===== src/rtl/minibyte_io_timer.sv =====
// minibyte_io_timer: memory-mapped GPIO latch and prescaled 8-bit down-counting
// timer for the Minibyte CPU bus. It decodes a 4-byte window at BASE_ADDR:
//   offset 0 GPIO, 1 CNT, 2 RELOAD, 3 CTRL {OVF, 4'b0, PS[1:0], EN}.
// The timer, prescaler and CTRL/OVF logic exist only when the macro
// MINIBYTE_IOT_TIMER_EN is defined. Without it, the block is a GPIO latch only.
module minibyte_io_timer #(
    parameter logic [6:0] BASE_ADDR = 7'h7C
) (
    input  logic       clk_in,
    input  logic       rst_in,
    input  logic       ena_in,
    input  logic [6:0] addr_in,
    input  logic [7:0] data_in,
    input  logic       we_in,
    output logic [7:0] data_out,
    output logic       sel_out,
    output logic [7:0] gpio_out,
    output logic       tick_out
);

    localparam logic [1:0] OFS_GPIO   = 2'd0;
    localparam logic [1:0] OFS_CNT    = 2'd1;
    localparam logic [1:0] OFS_RELOAD = 2'd2;
    localparam logic [1:0] OFS_CTRL   = 2'd3;

    logic [7:0] gpio_q;
    logic [7:0] rd_data;
    logic [1:0] offset;
    logic       wr_en;

    assign sel_out  = (addr_in[6:2] == BASE_ADDR[6:2]);
    assign offset   = addr_in[1:0];
    assign wr_en    = sel_out & we_in & ena_in;
    assign gpio_out = gpio_q;
    assign data_out = rd_data;

    // GPIO output latch
    always_ff @(posedge clk_in or negedge rst_in) begin
        if (!rst_in) begin
            gpio_q <= 8'h00;
        end else if (wr_en && (offset == OFS_GPIO)) begin
            gpio_q <= data_in;
        end
    end

`ifdef MINIBYTE_IOT_TIMER_EN
    logic [7:0] cnt_q;
    logic [7:0] reload_q;
    logic       en_q;
    logic [1:0] ps_q;
    logic       ovf_q;
    logic [5:0] presc_q;
    logic       tick_q;
    logic [5:0] presc_term;
    logic       run;
    logic       presc_tc;
    logic       underflow;

    assign run       = en_q & ena_in;
    assign presc_tc  = run & (presc_q == presc_term);
    assign underflow = presc_tc & (cnt_q == 8'h00);
    assign tick_out  = tick_q;

    // Prescaler terminal value for the selected divide ratio (/1, /4, /16, /64)
    always_comb begin
        presc_term = 6'd0;
        case (ps_q)
            2'd0:    presc_term = 6'd0;
            2'd1:    presc_term = 6'd3;
            2'd2:    presc_term = 6'd15;
            default: presc_term = 6'd63;
        endcase
    end

    // Prescaler: restarts on any CTRL write so a new ratio starts a full period
    always_ff @(posedge clk_in or negedge rst_in) begin
        if (!rst_in) begin
            presc_q <= 6'd0;
        end else if (wr_en && (offset == OFS_CTRL)) begin
            presc_q <= 6'd0;
        end else if (run) begin
            presc_q <= presc_tc ? 6'd0 : presc_q + 6'd1;
        end
    end

    // Count register: a bus write wins over decrement/reload in the same cycle
    always_ff @(posedge clk_in or negedge rst_in) begin
        if (!rst_in) begin
            cnt_q <= 8'h00;
        end else if (wr_en && (offset == OFS_CNT)) begin
            cnt_q <= data_in;
        end else if (presc_tc) begin
            cnt_q <= underflow ? reload_q : cnt_q - 8'd1;
        end
    end

    // Reload register; an underflow in the same cycle still sees the old value
    always_ff @(posedge clk_in or negedge rst_in) begin
        if (!rst_in) begin
            reload_q <= 8'h00;
        end else if (wr_en && (offset == OFS_RELOAD)) begin
            reload_q <= data_in;
        end
    end

    // CTRL enable and prescale select
    always_ff @(posedge clk_in or negedge rst_in) begin
        if (!rst_in) begin
            en_q <= 1'b0;
            ps_q <= 2'd0;
        end else if (wr_en && (offset == OFS_CTRL)) begin
            en_q <= data_in[0];
            ps_q <= data_in[2:1];
        end
    end

    // Sticky overflow: setting on underflow wins over write-1-to-clear
    always_ff @(posedge clk_in or negedge rst_in) begin
        if (!rst_in) begin
            ovf_q <= 1'b0;
        end else if (underflow) begin
            ovf_q <= 1'b1;
        end else if (wr_en && (offset == OFS_CTRL) && data_in[7]) begin
            ovf_q <= 1'b0;
        end
    end

    // Registered underflow pulse, aligned with OVF first reading 1
    always_ff @(posedge clk_in or negedge rst_in) begin
        if (!rst_in) begin
            tick_q <= 1'b0;
        end else begin
            tick_q <= underflow;
        end
    end

    // Read mux: combinational, side-effect free, zero when not selected
    always_comb begin
        rd_data = 8'h00;
        if (sel_out) begin
            case (offset)
                OFS_GPIO:   rd_data = gpio_q;
                OFS_CNT:    rd_data = cnt_q;
                OFS_RELOAD: rd_data = reload_q;
                default:    rd_data = {ovf_q, 4'b0000, ps_q, en_q};
            endcase
        end
    end
`else
    assign tick_out = 1'b0;

    // Read mux: only GPIO exists, all other offsets read zero
    always_comb begin
        rd_data = 8'h00;
        if (sel_out && (offset == OFS_GPIO)) begin
            rd_data = gpio_q;
        end
    end
`endif

endmodule


===== config.mk =====
export PLATFORM = sky130hd
export DESIGN_NAME = minibyte_io_timer
export DESIGN_NICKNAME = d
export VERILOG_FILES = /design/src/rtl/minibyte_io_timer.sv
export SDC_FILE = /design/constraint.sdc
export NUM_CORES = 1
export LEC_CHECK = 0
export ABC_AREA = 1
export BUFFER_PORTS_ARGS = -buffer_cell sky130_fd_sc_hd__buf_2
export CELL_PAD_IN_SITES_DETAIL_PLACEMENT = 1
export CELL_PAD_IN_SITES_GLOBAL_PLACEMENT = 1
export CORE_MARGIN = 4
export CORE_UTILIZATION = 27
export DETAILED_ROUTE_END_ITERATION = 10
export PLACE_DENSITY = 0.87
export SLEW_MARGIN = 20
export SYNTH_ARGS = -nofsm -noshare
export SYNTH_HDL_FRONTEND = slang
export SYNTH_SLANG_ARGS = --single-unit

===== constraint.sdc =====
create_clock -name clk_in -period 1.3 [get_ports clk_in]
set_input_delay 0.065 -clock clk_in [delete_from_list [all_inputs] [get_ports clk_in]]
set_output_delay 0.065 -clock clk_in [all_outputs]
set_load 0.02 [all_outputs]

==> results of run 1 <==
[routing by layer]
| layer | part of all wire | track usage | up-vias |
|---|---|---|---|
| met5 | 0 | 0 | - |
| met4 | 0.019 | 0.0942 | 0 |
| met3 | 0.060 | 0.0117 | 2 |
| met2 | 0.52 | 0.210 | 25 |
| met1 | 0.40 | 0.135 | 236 |
| li1 | - | - | 269 |
[critical path, cell delays in order (launching register included)]
cell	delay (ns)
sky130_fd_sc_hd__dfrtp_1	0.38
sky130_fd_sc_hd__inv_1	0.06
sky130_fd_sc_hd__nor2_1	0.09
sky130_fd_sc_hd__buf_2	0.17
[where the power goes]
| group | total, mW | internal [mW] | switching (mW) |
|---|---|---|---|
| clock | 0.177 | 0.105 | 0.0721 |
| combinational | 0.114 | 0.0422 | 0.0715 |
| sequential | 0.270 | 0.262 | 0.00885 |
[Yosys cell counts]
master                    number
sky130_fd_sc_hd__nor2_2        4
sky130_fd_sc_hd__nand2_4       1
sky130_fd_sc_hd__nor2_1        5
sky130_fd_sc_hd__buf_4         1
sky130_fd_sc_hd__nand4_4       1
sky130_fd_sc_hd__nand4_1       8
sky130_fd_sc_hd__nor2_8        2
sky130_fd_sc_hd__conb_1        1
sky130_fd_sc_hd__nand2_1      19
sky130_fd_sc_hd__nand3_2       1
sky130_fd_sc_hd__dfrtp_1       8
sky130_fd_sc_hd__inv_2         1
sky130_fd_sc_hd__inv_1        10
[cell type report]
| type | instances | area share |
|---|---|---|
| Inverter | 11 | 0.0564 |
| Sequential cell | 8 | 0.274 |
| Multi-Input combinational cell | 42 | 0.344 |
| Tap cell | 25 | 0.0427 |
| Timing Repair Buffer | 36 | 0.253 |
| Clock buffer | 3 | 0.0308 |
[what timing repair did]
action,4_1_cts,5_1_grt
hold endpoints to repair,8,0
setup endpoints to repair,0,0
hold buffers,1,0
[worst max path at each step]
stage / cells past startpoint / end / startpoint / slack [ns]
2_1_floorplan: 4 / data_out[0] / addr_in[3] / 0.40
3_3_place_gp: 6 / data_out[4] / addr_in[3] / 0.38
3_5_place_dp: 6 / data_out[1] / addr_in[3] / 0.34
4_1_cts: 3 / data_out[1] / gpio_out[1] / 0.26
5_1_grt: 3 / data_out[1] / gpio_out[1] / 0.19
6_report: 3 / data_out[1] / gpio_out[1] / 0.28
[per-stage QoR]
step	setup WS, ns	power (mW)	cells	hold slack [ns]	utilization
3_5_place_dp	0.345	0.388	121	-0.0851	0.401
5_1_grt	0.194	0.602	125	0.0849	0.419
2_1_floorplan	0.405	0.332	62	-0.231	-
4_1_cts	0.262	0.571	125	0.0766	0.419
3_3_place_gp	0.381	0.384	121	-0.0845	0.401
6_report	0.284	0.561	125	0.0823	0.419
[cells by family after synthesis]
family,Yosys count,synth area share
other,1,0.00749
DFF,8,0.400
and+or+nand+nor,41,0.495
buffers and inverters,12,0.0975
==> results.md, run 1 <==
Outcome:
- The run finished with clean final reports.

Detailed routing:
- The DRC violation count after routing is 0.
- The overall routed net length is 1430 microns.
- After the first detailed-routing iteration, the DRC count stood at 5.
- The pre-antenna-repair detailed-routing pass consisted of 4 iterations.
- In the final routed layout, each cell accounts on average for 11.4 microns.
- The average via count per standard cell is 4.26.
- Once detail routing completed, the nets flagged for antenna violations numbered 0.
- The total via count in the routed design is 532.

Clock tree:
- The clock tree from TritonCTS is done.
- No sink is reached through more buffers than the 2 on the longest clock path.
- For the worst-skew pair, the clock arrives at the later sink with an insertion delay of 0.24 ns.
- The clock net sink count is 8.
- The number of CTS-inserted buffers is 3.
- The post-cts sizing count is 0.
- After clock tree synthesis, the clock-pin slew on the worst setup and hold paths is 0.05 ns.
- The buffer type at the clock tree root is sky130_fd_sc_hd__clkbuf_4.
- The number of setup buffers added after CTS is 0.
- The H-tree depth is 1.

Hold path:
- The class of the tightest hold or removal check is in -> reg.
- The path with the worst hold slack has its endpoint at gpio_out[0].
- The worst hold path stage count is 3.
- In this run the most critical hold path is launched from data_in[0].

Floorplan:
- The standard cell core area is 0.00175 sq mm.
- The initial utilization of the core area, before any placement, comes to 0.287.
- In this run the horizontal extent of the chip is 51.1 microns.
- Measured along the y axis, the die boundary spans 51.1 microns.
- The floorplan step defined a die boundary enclosing 0.00261 sq mm.
- The number of top-level pins is 37.
- Row generation in the floorplan step produced 15 rows.

Setup path:
- Of all nets on the critical path, the largest fanout is 3.
- In this run the critical register-to-register path is captured at gpio_out[1].
- The worst endpoint required time is 1.24 ns.
- The worst register-to-register path begins at gpio_out[1].
- The number of cells on the worst reg-to-reg path is 2.
- The worst setup path is captured at an output pin.
- The critical path arrival is 0.95 ns.
- The register-to-register path setup slack is 0.66 ns.
- The worst setup path is launched from a register.
- The startpoint-to-endpoint class of the critical path is reg -> out.

Synthesis:
- The share of the Yosys chip area taken by registers is 0.400.
- The post-synthesis register bit count is 8.
- The biggest area contributor in the post-synthesis netlist is sky130_fd_sc_hd__dfrtp_1.
- The number of nets handed over by synthesis was 81.
- The number of warning messages in the yosys log is 0.
- Synthesis produced 62 cells.
- Ranked by total cell area, the synthesized netlist is headed by sky130_fd_sc_hd__dfrtp_1 40%, sky130_fd_sc_hd__nand2_1 14%, sky130_fd_sc_hd__nand4_1 10%.
- In this run the mean area of a mapped cell was 8.07 sq um.
- After synthesis the cells add up to 500 sq um.
- The share of synthesized area in the top cell type comes to 0.400.
- Synthesis instantiated 13 different standard cells from the library.

Place:
- The final weighted congestion in routability-driven placement is 0.726.
- The cell area reported after detailed placement is 699 sq um.
- In this run the tool buffered the top-level ports with 35 buffer cells.
- The HPWL reported at the end of detailed placement is 1260 microns.

Cells and area:
- In the final layout, the share of cells above drive strength 1 is 0.480.
- The library cells used most frequently in the layout, excluding fill and tap cells, are 35 x sky130_fd_sc_hd__buf_2, 19 x sky130_fd_sc_hd__nand2_1, 10 x sky130_fd_sc_hd__inv_1, 8 x sky130_fd_sc_hd__nand4_1, 8 x sky130_fd_sc_hd__dfrtp_1.
- The filler cell count is 241.
- The total non-filler cell area in the finished layout is 732 sq um.
- The layout overhead on the synthesized area is 46.2%.
- Summing all multi-input logic gate instances after layout gives 251 sq um.
- Across the whole layout, storage elements account for 200 sq um.
- The leading cell type in the layout, fill and taps excluded is sky130_fd_sc_hd__buf_2.
- The number of flip-flops under the largest register name is 8.
- The repair_antennas step left the layout with diodes totalling 0.
- At the end of the flow, the number of nets in the layout was 121.

Pwr:
- Dividing total power by cell area gives a power density of 766 mW/mm^2.
- IR analysis of the VDD net gives a maximum drop of 289 uV.
- The leakage power summed over all cells is 0.456 nW.

Global route:
- The number of global-route vias before repair came to 549.
- The largest net degree at the start of global routing is 11.
- The number of antenna violations at the first check in global routing is 0.
- The total overflow left after global routing is 0.
- For this run, the total global-route usage over all layers was measured as 0.121.
- The global-route wire length before repair is 2330 microns.

Timing:
- The number of pins with negative max-slew slack in the final report came to 0.
- In the final timing run, aggregate negative setup slack is 0 ns.
- The final critical path time including I/O delays and setup is 1.02 ns.
- Setup repair after global routing left no endpoint under its margin.
- Setup violations remaining at the end of the flow were counted as 0.
- The final hold violation count is 0.
- The fmax is 985 MHz.
- The fraction of the cycle the final worst path needs is 0.781.
- On the final layout, the worst clock skew is 0 ns.

Flow run:
- The number of max-cap violations is 0.
(Power assumes the default switching activity.)
==> inputs of run 2 (changes only) <==
--- a/config.mk
+++ b/config.mk
@@ -5,14 +5,14 @@
 export SDC_FILE = /design/constraint.sdc
 export NUM_CORES = 1
 export LEC_CHECK = 0
-export ABC_AREA = 1
+export ABC_AREA = 0
 export BUFFER_PORTS_ARGS = -buffer_cell sky130_fd_sc_hd__buf_2
 export CELL_PAD_IN_SITES_DETAIL_PLACEMENT = 1
 export CELL_PAD_IN_SITES_GLOBAL_PLACEMENT = 1
 export CORE_MARGIN = 4
-export CORE_UTILIZATION = 27
+export CORE_UTILIZATION = 22
 export DETAILED_ROUTE_END_ITERATION = 10
-export PLACE_DENSITY = 0.87
+export PLACE_DENSITY = 0.78
 export SLEW_MARGIN = 20
 export SYNTH_ARGS = -nofsm -noshare
 export SYNTH_HDL_FRONTEND = slang
==> constraint.sdc (replaced) <==
create_clock -name clk_in -period 0.9 [get_ports clk_in]
set_input_delay 0.045 -clock clk_in [delete_from_list [all_inputs] [get_ports clk_in]]
set_output_delay 0.045 -clock clk_in [all_outputs]
set_load 0.02 [all_outputs]
==> run 2 against run 1 <==
  * Largest cell class is now buffers
  * Clock power up 49%
  * Critical path type is now in -> out
  * The run now ends with negative setup slack left
  * Critical endpoint is now data_out[4]
  * Clock-buffer cell count unchanged
  * Sequential power rose by 45%
  * Worst hold slack lost 0.048 ns
==> results.md, run 2 <==
Outcome:
- Run status: complete, but fails checks (was completed).
- The final reports fail on negative setup slack.

Hold path:
- The hold path startpoint is data_in[4] (was data_in[0]).
- The worst hold path stage count is 2 (was 3).
- The worst hold path endpoint is gpio_out[4] (was gpio_out[0]).
- The class of the tightest hold or removal check is in -> reg (unchanged).

Cells and area:
- Most frequent cells in the layout: 23 x sky130_fd_sc_hd__buf_2, 15 x sky130_fd_sc_hd__buf_6, 8 x sky130_fd_sc_hd__and2_4, 8 x sky130_fd_sc_hd__mux2_4, 8 x sky130_fd_sc_hd__dfrtp_1 (was 35 x sky130_fd_sc_hd__buf_2, 19 x sky130_fd_sc_hd__nand2_1, 10 x sky130_fd_sc_hd__inv_1, 8 x sky130_fd_sc_hd__nand4_1, 8 x sky130_fd_sc_hd__dfrtp_1).
- The antenna cell count was 0 (unchanged).
- The layout cell share with drive strength beyond 1 is 0.846 (was 0.480).
- The filler cell count is 217 (was 241).
- The utilization of the core after routing is 0.478 (was 0.419).
- The layout overhead on the synthesized area is 103% (was 46.2%).
- The number of flip-flops under the largest register name is 8 (unchanged).
- The number of standard cells in the layout, taps in and fillers out is 103 (was 125).
- The leading cell type in the layout, fill and taps excluded is sky130_fd_sc_hd__buf_2 (unchanged).
- The total non-filler cell area in the finished layout is 843 sq um (was 732 sq um).
- The number of nets in the layout is 99 (was 121).

Place:
- The final weighted congestion in routability-driven placement is 0.629 (was 0.726).
- The cell area reported after detailed placement came to 652 sq um (was 699 sq um).
- The count of input and output buffers was 35 (unchanged).
- The number of placed instances with taps included came to 97 (was 121).

Setup path:
- The delay of the slowest cell on the worst path came to 0.25 ns (was 0.38 ns).
- The peak fanout along the critical path is 8 (was 3).
- Series of cell instances along the critical path: buf_6, or2_4, nor3_2, buf_4, and2_4, buf_6 (was inv_1, nor2_1, buf_2).
- The critical path arrival was 0.93 ns (was 0.95 ns).
- The endpoint class of the critical path was an output pin (unchanged).
- The kind of start point of the critical path is an input pin (was register).
- The cell at the slowest stage of the critical path was sky130_fd_sc_hd__or2_4 (was sky130_fd_sc_hd__dfrtp_1).
- The startpoint-to-endpoint class of the critical path is in -> out (was reg -> out).
- The cell that appears most often on the critical path is sky130_fd_sc_hd__buf_6.
- The register-to-register path setup slack is -0.01 ns (was 0.66 ns).
- The endpoint of the lowest-slack register-to-register path is gpio_out[1] (unchanged).
- The startpoint of the lowest-slack register-to-register path is gpio_out[1] (unchanged).
- The worst endpoint required time is 0.85 ns (was 1.24 ns).
- The number of cells on the worst reg-to-reg path is 2 (unchanged).

Global route:
- The final global-route overflow total is 0 (unchanged).
- The number of antenna violations at the first check in global routing came to 0 (unchanged).
- The global-route wire length before repair is 2350 microns (was 2330 microns).
- The global routing usage summed across all routing layers is 0.121 (about the same).
- The number of global-route vias before repair is 467 (was 549).
- The largest net degree at the start of global routing was 9 (was 11).

Clock tree:
- The clock latency at the later pin of the worst-skew pair came to 0.24 ns (about the same).
- The maximum number of buffers from clock root to sink came to 2 (unchanged).
- The clock net sink count was 8 (unchanged).
- The H-tree depth is 1 (unchanged).
- The number of CTS-inserted buffers is 3 (unchanged).
- The buffer type at the clock tree root is sky130_fd_sc_hd__clkbuf_4 (unchanged).
- The clock tree from TritonCTS is done (unchanged).
- The CTS clock-pin slew for the worst setup and hold paths came to 0.05 ns (about the same).

Timing:
- The worst setup skew after layout came to 0 ns (unchanged).
- The final critical path time including I/O delays and setup is 0.972 ns.
- Of the available clock period, the critical path in the final layout requires 1.08.
- The hold slack is 0.0341 ns (was 0.0823 ns).
- The number of pins with negative max-slew slack in the final report is 0 (unchanged).
- Setup repair after global routing missed its margin: yes (was no).
- The fmax is 1030 MHz.
- The worst-case setup margin in the final layout is -0.0718 ns (was 0.284 ns).
- The final hold violation count is 0 (unchanged).
- The final-report setup violation count was 12 (was 0).

Detailed routing:
- The routed length per instance was 13.8 microns (was 11.4 microns).
- The DRC violation count after routing is 0 (unchanged).
- The total via count in the routed design is 427 (was 532).
- The total iterations of the first detailed-routing run came to 2 (was 4).
- The count of routing violations after the opening detailed-route iteration is 1 (was 5).
- The average via count per standard cell was 4.15 (was 4.26).
- The number of nets with antenna violations after detailed routing is 0 (unchanged).
- The overall routed net length is 1430 microns (about the same).

Pwr:
- The leakage power summed over all cells is 0.453 nW (was 0.456 nW).
- The power per cell area came to 983 mW/mm^2 (was 766 mW/mm^2).
- The total power after layout came to 0.829 mW (was 0.561 mW).
- The worst voltage drop across the vdd grid came to 598 uV (was 289 uV).

Synthesis:
- The sequential share of the synthesized area is 0.482 (was 0.400).
- The number of unique standard cell types used by synthesis is 11 (was 13).
- The cell accounting for the most synthesized area was sky130_fd_sc_hd__dfrtp_1 (unchanged).
- The share of the synthesized area in the top cell type is 0.482 (was 0.400).
- The number of warning messages in the yosys log came to 0 (unchanged).
- The number of flops mapped to enable cells by yosys is 0 (unchanged).
- The proportion of register bits with asynchronous set or reset after synthesis is 1.00 (unchanged).
- The mean instance size in the synthesized netlist is 12.6 sq um (was 8.07 sq um).
- The post-synthesis register bit count is 8 (unchanged).
- The most common flop cell mapped by yosys is sky130_fd_sc_hd__dfrtp_1 (unchanged).
- Top cells by area in the synthesized netlist: sky130_fd_sc_hd__dfrtp_1 48%, sky130_fd_sc_hd__mux2_2 22%, sky130_fd_sc_hd__and2_1 12% (was sky130_fd_sc_hd__dfrtp_1 40%, sky130_fd_sc_hd__nand2_1 14%, sky130_fd_sc_hd__nand4_1 10%).
- Most frequent cells after synthesis: 8 x sky130_fd_sc_hd__and2_1, 8 x sky130_fd_sc_hd__dfrtp_1, 8 x sky130_fd_sc_hd__mux2_2 (was 19 x sky130_fd_sc_hd__nand2_1, 10 x sky130_fd_sc_hd__inv_1, 8 x sky130_fd_sc_hd__dfrtp_1, 8 x sky130_fd_sc_hd__nand4_1, 5 x sky130_fd_sc_hd__nor2_1).
- The net count of the mapped netlist is 52 (was 81).
- The netlist area before placement is 415 sq um (was 500 sq um).
- The gate count of the mapped netlist was 33 (was 62).

Floorplan:
- The number of top-level pins came to 37 (unchanged).
- The chip width is 51.5 microns (was 51.1 microns).
- The die boundary height was 51.5 microns (was 51.1 microns).
- The initial core utilization is 0.235 (was 0.287).
- The count of standard-cell rows is 15 (unchanged).
- The die area came to 0.00265 sq mm (was 0.00261 sq mm).
- The standard cell core area is 0.00176 sq mm (was 0.00175 sq mm).

Flow run:
- The number of max-cap violations is 0 (unchanged).
run 2: how the worst max path moves through the flow:
| stage | start | to | cells after the start |
|---|---|---|---|
| 2_1_floorplan | addr_in[1] | gpio_out[0] | 3 |
| 3_3_place_gp | addr_in[1] | gpio_out[2] | 5 |
| 3_5_place_dp | addr_in[1] | gpio_out[2] | 5 |
| 4_1_cts | addr_in[0] | data_out[1] | 6 |
| 5_1_grt | addr_in[0] | data_out[1] | 6 |
| 6_report | addr_in[0] | data_out[4] | 6 |
run 2: cells by family (layout without fill, tap and decap cells):
group	after synthesis	after routing	share of synthesized area
flip-flops	8	8	0.482
other	1	1	0.00903
buffers and inverters	1	46	0.0181
multiplexers	8	8	0.217
AND/OR/NAND/NOR	15	15	0.274
run 2: through the flow:
stage,worst slack [ns],setup TNS (ns)
after floorplan,-0.221,-2.20
after global placement,-0.275,-3.22
after detailed placement,-0.302,-3.67
after CTS,-0.0768,-0.743
after global routing,-0.132,-1.48
final,-0.0718,-0.671
run 2: worst max-delay path, delay by kind of cell:
| kind | cells | cell delay [ns] |
|---|---|---|
| simple gates | 3 | 0.50 |
| buf+inv | 3 | 0.38 |
run 2: metal layers:
layer	vias to the layer above	track usage	routed length (microns)
met5	-	0	0
met4	0	0.0393	0
met3	0	0.0262	132
met2	25	0.218	738
met1	200	0.139	554
li1	202	-	-
run 2: report_power, final:
part | switching, mW | internal [mW] | leakage, nW | total [mW]
combinational | 0.0795 | 0.0961 | 0.328 | 0.176
sequential | 0.0133 | 0.377 | 0.110 | 0.391
clock | 0.111 | 0.152 | 0.0138 | 0.263
total | 0.204 | 0.625 | 0.453 | 0.829
run 2: timing repair:
action,in CTS,in global routing
setup endpoints to repair,16,17
buffers inserted,1,1
resized for setup,40,1
hold buffers,1,0
hold endpoints to repair,8,0
pin swaps,12,0
run 2: final cells by class:
| class | instances | area, sq um | area share |
|---|---|---|---|
| clock buffers | 3 | 22.5 | 0.0267 |
| repair buffers | 43 | 324 | 0.384 |
| flip-flops and latches | 8 | 200 | 0.237 |
| multi-input cells | 24 | 265 | 0.315 |
| well taps | 25 | 31.3 | 0.0371 |
